$ cat src/rtl/bitbakery_serial_rx_packet.sv
// BitBakery link receiver: 8E1 UART deserializer feeding a 13-byte packet assembler.
// The byte and packet outputs are committed together, and only after the 0xFF trailer is checked.
module bitbakery_serial_rx_packet #(
   parameter int CLKS_PER_BIT = 434,
   parameter int TIMEOUT_CLKS = 20 * CLKS_PER_BIT
) (
   input  logic        clock,
   input  logic        reset,
   input  logic        entrada_serial,
   output logic [7:0]  D0,
   output logic [7:0]  D1,
   output logic [7:0]  D2,
   output logic [63:0] map_obstacles,
   output logic        pacote_valido,
   output logic        erro,
   output logic        ocupado,
   output logic [3:0]  db_estado
);

   localparam int TW = $clog2(CLKS_PER_BIT);
   localparam int OW = $clog2(TIMEOUT_CLKS + 1);
   localparam logic [TW-1:0] HALF_LAST = TW'(CLKS_PER_BIT / 2 - 1);
   localparam logic [TW-1:0] BIT_LAST  = TW'(CLKS_PER_BIT - 1);
   localparam logic [OW-1:0] TO_LAST   = OW'(TIMEOUT_CLKS - 1);

   typedef enum logic [3:0] {
      IDLE   = 4'd0,
      START  = 4'd1,
      DATA   = 4'd2,
      PARITY = 4'd3,
      STOP   = 4'd4
   } byte_state_t;

   typedef enum logic {
      HUNT = 1'b0,
      RECV = 1'b1
   } pkt_state_t;

   logic              r_sync1, r_sync2, r_prev;
   byte_state_t       r_bstate, w_bnext;
   logic [TW-1:0]     r_timer;
   logic [2:0]        r_bitcnt;
   logic [7:0]        r_shift;
   logic              r_par;
   logic              w_line, w_fall, w_tick;
   logic              w_byte_ok, w_byte_err;

   pkt_state_t        r_pstate, w_pnext;
   logic [3:0]        r_idx;
   logic [OW-1:0]     r_to;
   logic [7:0]        r_sh_d0, r_sh_d1, r_sh_d2;
   logic [63:0]       r_sh_map;
   logic [7:0]        r_d0, r_d1, r_d2;
   logic [63:0]       r_map;
   logic              r_valid, r_err;
   logic              w_commit, w_err, w_store;

   // Sync flops and edge history idle high so reset never looks like a start bit.
   always_ff @(posedge clock or negedge reset) begin
      if (!reset) begin
         r_sync1 <= 1'b1;
         r_sync2 <= 1'b1;
         r_prev  <= 1'b1;
      end else begin
         r_sync1 <= entrada_serial;
         r_sync2 <= r_sync1;
         r_prev  <= r_sync2;
      end
   end

   assign w_line = r_sync2;
   assign w_fall = r_prev & ~r_sync2;
   // Timer reads n-1 at n cycles into a phase, so the start sample lands at t0 + H.
   assign w_tick = (r_bstate == START) ? (r_timer == HALF_LAST) : (r_timer == BIT_LAST);

   always_comb begin
      w_bnext    = r_bstate;
      w_byte_ok  = 1'b0;
      w_byte_err = 1'b0;
      case (r_bstate)
         IDLE:    if (w_fall) w_bnext = START;
         START:   if (w_tick) w_bnext = w_line ? IDLE : DATA;
         DATA:    if (w_tick && r_bitcnt == 3'd7) w_bnext = PARITY;
         PARITY:  if (w_tick) w_bnext = STOP;
         STOP: begin
            if (w_tick) begin
               w_bnext = IDLE;
               if (w_line && ((^{r_shift, r_par}) == 1'b0)) w_byte_ok = 1'b1;
               else w_byte_err = 1'b1;
            end
         end
         default: w_bnext = IDLE;
      endcase
   end

   always_ff @(posedge clock or negedge reset) begin
      if (!reset) begin
         r_bstate <= IDLE;
         r_timer  <= '0;
         r_bitcnt <= '0;
         r_shift  <= '0;
         r_par    <= 1'b0;
      end else begin
         r_bstate <= w_bnext;
         if (r_bstate == IDLE || w_tick) r_timer <= '0;
         else r_timer <= r_timer + 1'b1;
         if (r_bstate == IDLE) r_bitcnt <= '0;
         else if (r_bstate == DATA && w_tick) begin
            r_shift  <= {w_line, r_shift[7:1]};
            r_bitcnt <= r_bitcnt + 1'b1;
         end
         if (r_bstate == PARITY && w_tick) r_par <= w_line;
      end
   end

   always_comb begin
      w_pnext  = r_pstate;
      w_commit = 1'b0;
      w_err    = 1'b0;
      w_store  = 1'b0;
      case (r_pstate)
         HUNT: begin
            if (w_byte_err) w_err = 1'b1;
            else if (w_byte_ok && r_shift == 8'hFF) w_pnext = RECV;
         end
         RECV: begin
            if (w_byte_err) begin
               w_err   = 1'b1;
               w_pnext = HUNT;
            end else if (w_byte_ok) begin
               if (r_idx == 4'd12) begin
                  if (r_shift == 8'hFF) w_commit = 1'b1;
                  else w_err = 1'b1;
                  w_pnext = HUNT;
               end else begin
                  w_store = 1'b1;
               end
            end else if (r_to == TO_LAST) begin
               w_err   = 1'b1;
               w_pnext = HUNT;
            end
         end
         default: w_pnext = HUNT;
      endcase
   end

   always_ff @(posedge clock or negedge reset) begin
      if (!reset) begin
         r_pstate <= HUNT;
         r_idx    <= '0;
         r_to     <= '0;
         r_sh_d0  <= '0;
         r_sh_d1  <= '0;
         r_sh_d2  <= '0;
         r_sh_map <= '0;
         r_d0     <= '0;
         r_d1     <= '0;
         r_d2     <= '0;
         r_map    <= '0;
         r_valid  <= 1'b0;
         r_err    <= 1'b0;
      end else begin
         r_pstate <= w_pnext;
         r_valid  <= w_commit;
         r_err    <= w_err;
         if (w_pnext == HUNT) r_idx <= '0;
         else if (r_pstate == HUNT) r_idx <= 4'd1;
         else if (w_store) r_idx <= r_idx + 1'b1;
         if (r_pstate != RECV || w_byte_ok || w_byte_err) r_to <= '0;
         else r_to <= r_to + 1'b1;
         if (w_store) begin
            case (r_idx)
               4'd1: r_sh_d0 <= r_shift;
               4'd2: r_sh_d1 <= r_shift;
               4'd3: r_sh_d2 <= r_shift;
               default: begin
                  for (int k = 0; k < 8; k++)
                     if (r_idx == 4'(k + 4)) r_sh_map[k*8 +: 8] <= r_shift;
               end
            endcase
         end
         if (w_commit) begin
            r_d0  <= r_sh_d0;
            r_d1  <= r_sh_d1;
            r_d2  <= r_sh_d2;
            r_map <= r_sh_map;
         end
      end
   end

   assign D0            = r_d0;
   assign D1            = r_d1;
   assign D2            = r_d2;
   assign map_obstacles = r_map;
   assign pacote_valido = r_valid;
   assign erro          = r_err;
   assign ocupado       = (r_pstate == RECV);
   assign db_estado     = r_bstate;

endmodule

$ cat config.mk
export PLATFORM = sky130hd
export DESIGN_NAME = bitbakery_serial_rx_packet
export DESIGN_NICKNAME = d
export VERILOG_FILES = /design/src/rtl/bitbakery_serial_rx_packet.sv
export SDC_FILE = /design/constraint.sdc
export NUM_CORES = 1
export LEC_CHECK = 0
export BUFFER_PORTS_ARGS = -buffer_cell sky130_fd_sc_hd__buf_2
export CAP_MARGIN = 20
export CORE_MARGIN = 2
export CORE_UTILIZATION = 58
export DETAILED_ROUTE_END_ITERATION = 10
export PLACE_DENSITY = 0.79
export SLEW_MARGIN = 20
export SYNTH_ARGS = -nofsm -noshare
export SYNTH_HDL_FRONTEND = slang
export SYNTH_SLANG_ARGS = --single-unit
$ cat constraint.sdc
create_clock -name clock -period 2.9 [get_ports clock]
set_clock_uncertainty 0.15 [all_clocks]
set_input_delay 0.145 -clock clock [delete_from_list [all_inputs] [get_ports clock]]
set_output_delay 0.145 -clock clock [all_outputs]
set_load 0.02 [all_outputs]
==> out/qor.yml <==
outcome: "finished, final reports clean"
dp_hpwl_um: 11500
p_seq_frac: 0.518
whs_ps: 135
nFillCells: 1044
first_pass_iters: 4
power_frac_comb: 0.029
yosysWarnings: 0
grt_pass1_vias: 5479
wirelength_um: 17900
ff2ff_setup_slack_ps: 220
clkLatencyLatePin_ps: 490
finalSetupTns_ps: 0
hp-class: "primary input to asynchronous set/reset pin"
r2r_end: "map_obstacles[7]$_DFFE_PN0P_"
die_y_um: 130
synth.top_cell.area_share: 0.603
ctsHtreeMaxLevel: 1
avgSynthCellArea_um2: 14.7
syn_nets: 636
drive_gt1_frac: 0.477
layout.nets: 748
period_share: 0.925
synth.top_cells.by_area: "dfrtp_1 (60%), mux2_2 (21%), mux2_4 (3.3%), xor2_1 (1.6%), nor2_1 (1.4%)"
period_minus_slack_ps: 2680
cts_resized: 0
routed_via_density: 5.59
vdd_drop_max_mv: 0.490
final_cell_mix: "dfrtp_1 (221), mux2_2 (167), buf_2 (95)"
r2r_cells: 6
grt_max_degree: 97
leakage_nw: 5.71
vias: 5385
die_w_um: 130
drv_slew: 0
numCtsBuffers: 22
fin_ws_ps: 218
rows: 45
startpoint: "r_shift[2]$_DFFE_PN0P_"
grt.total_usage: 0.220
synth-seq-cells: 224
rsz0062_at_grt: "false"
startpoint_type: "flip-flop"
synth_top_cell_by_area: "dfrtp_1"
synth_edf_count: 0
layout_commonest_cell: "dfrtp_1"
ioPinCount: 98
clock.fmax_mhz: 373
dp_slack_ps: 226
grt-ovfl-total: 0
die-area_mm2: 0.0168
worst_pin_slew_ps: 699
coreArea_mm2: 0.0153
finalSetupViolCount: 0
p_clk_frac: 0.453
start_util: 0.599
cp_max_fo: 39
cts_tree: "done"
power_switching_share: 0.211
antenna_found_initial: 0
power.net_switching_w: 0.00133
ys_seq_area_frac: 0.612
intPower_w: 0.00496
cts_sinks: 224
syn_inst: 625
detail-route-antenna-nets: 0
drcViolationCount: 0
area_growth_pct: 16.9
place.gp.congestion: 0.807
wl_per_cell_um: 18.6
diodes: 0
report.final.hold_viol_count: 0
rr_startpoint: "r_shift[2]$_DFFE_PN0P_"
relSlewSlack: 0.534
maxCapViolations: 0
ys_types: 47
clk_pin_slew_ps: 60
design_area_mm2: 0.0107
synthArstFlopShare: 1.00
worstPathRequired_ps: 3120
portBuffers: 96
critical_path_class: "flip-flop to flip-flop"
synth_area_mm2: 0.00917
drtIter0Drc: 262
endpoint_kind: "flip-flop"
worstPathArrival_ps: 2910
cts_root_buf: "clkbuf_16"
cts_buffer_depth: 3
grt_pass1_wl_um: 29100
synth_top_flop_cell: "dfrtp_1"
p_per_area_mw_per_mm2: 587
postPlaceCellArea_mm2: 0.00995
state kept, by name (all words and copies together) (netlist names), 3 cells and up:
signal and count:
r_timer 9, D2 8, r_to 14, r_idx 4, map_obstacles 64, r_sh_d0 8, r_sh_d2 8, db_estado 3
D1 8, r_shift 8, r_bitcnt 3, r_sh_map 64, r_sh_d1 8, D0 8
routing by layer:
| layer | global-route usage | up-vias | wire, um |
|---|---|---|---|
| met4 | 0.0639 | 0 | 334 |
| li1 | - | 2427 | - |
| met1 | 0.301 | 2776 | 7720 |
| met3 | 0.0353 | 34 | 799 |
| met2 | 0.370 | 148 | 9090 |
| met5 | 0 | - | 0 |
timing repair:
| action | CTS | global route |
|---|---|---|
| hold endpoints to repair | 94 | 0 |
| hold buffers | 2 | 0 |
| buffers inserted | 0 | 0 |
| setup endpoints to repair | 0 | 0 |
synthesized netlist by cell type (2+ instances only):
master / count
xnor2_1: 7
nand2_1: 16
nand2b_1: 4
buf_4: 3
nand3_1: 13
and3_1: 5
dfrtp_1: 221
mux2_2: 167
nand4b_1: 2
nor4b_1: 3
buf_2: 8
or3_1: 3
clkbuf_1: 15
a21boi_0: 3
a31oi_1: 4
nand4_1: 10
a21oi_1: 3
and2_1: 2
nor2b_1: 5
and4_1: 2
o21ai_0: 4
ha_1: 8
nor3_1: 6
nor2_1: 34
o21ai_2: 11
buf_6: 3
dfstp_2: 3
mux2_4: 20
xor2_1: 17
inv_1: 6
kinds of logic after synthesis:
family          synth area share
fa+ha+maj                 0.0109
compound gates            0.0270
simple gates              0.0665
other cells             0.000409
xor+xnor                  0.0254
flops                      0.612
buf+inv                   0.0191
mux                        0.239
how the worst max path moves through the flow:
stage                                               end  slack [ps]
after floorplan                       D0[0]$_DFFE_PN0P_         170
after global placement    map_obstacles[38]$_DFFE_PN0P_         310
after detailed placement  map_obstacles[34]$_DFFE_PN0P_         230
after CTS                 map_obstacles[33]$_DFFE_PN0P_         210
after global routing      map_obstacles[33]$_DFFE_PN0P_         110
final                      map_obstacles[7]$_DFFE_PN0P_         220
stage by stage:
step | cells | total power [W] | util
after floorplan | 625 | 0.00339 | -
after global placement | 922 | 0.00348 | 0.650
after detailed placement | 922 | 0.00349 | 0.650
after CTS | 964 | 0.00634 | 0.700
after global routing | 964 | 0.00652 | 0.700
final | 964 | 0.00629 | 0.700
area by class of cell:
type	instances	area, um2	area share
tap	211	264	0.0246
sequential	224	5610	0.523
timing repair buffer	117	691	0.0644
multi-input combinational	366	3380	0.316
clock inverter	8	68.8	0.00642
clock buffer	32	679	0.0634
inverter	6	22.5	0.00210
worst max-delay path: stages (launching register included):
cell and delay [ps]:
dfrtp_1 380, xor2_1 170, xnor3_1 450, and4_1 250, o2111ai_4 230, buf_4 510
mux2_2 400
power by group through the flow:
| stage | Clock [W] | Sequential (W) | Combinational, W |
|---|---|---|---|
| floorplan | 0 | 0.00329 | 0.0000991 |
| global placement | 0 | 0.00330 | 0.000174 |
| detailed placement | 0 | 0.00331 | 0.000184 |
| CTS | 0.00290 | 0.00325 | 0.000188 |
| global route | 0.00304 | 0.00326 | 0.000213 |
| finish | 0.00285 | 0.00326 | 0.000181 |
No activity file was read; power rests on OpenSTA's default activity.
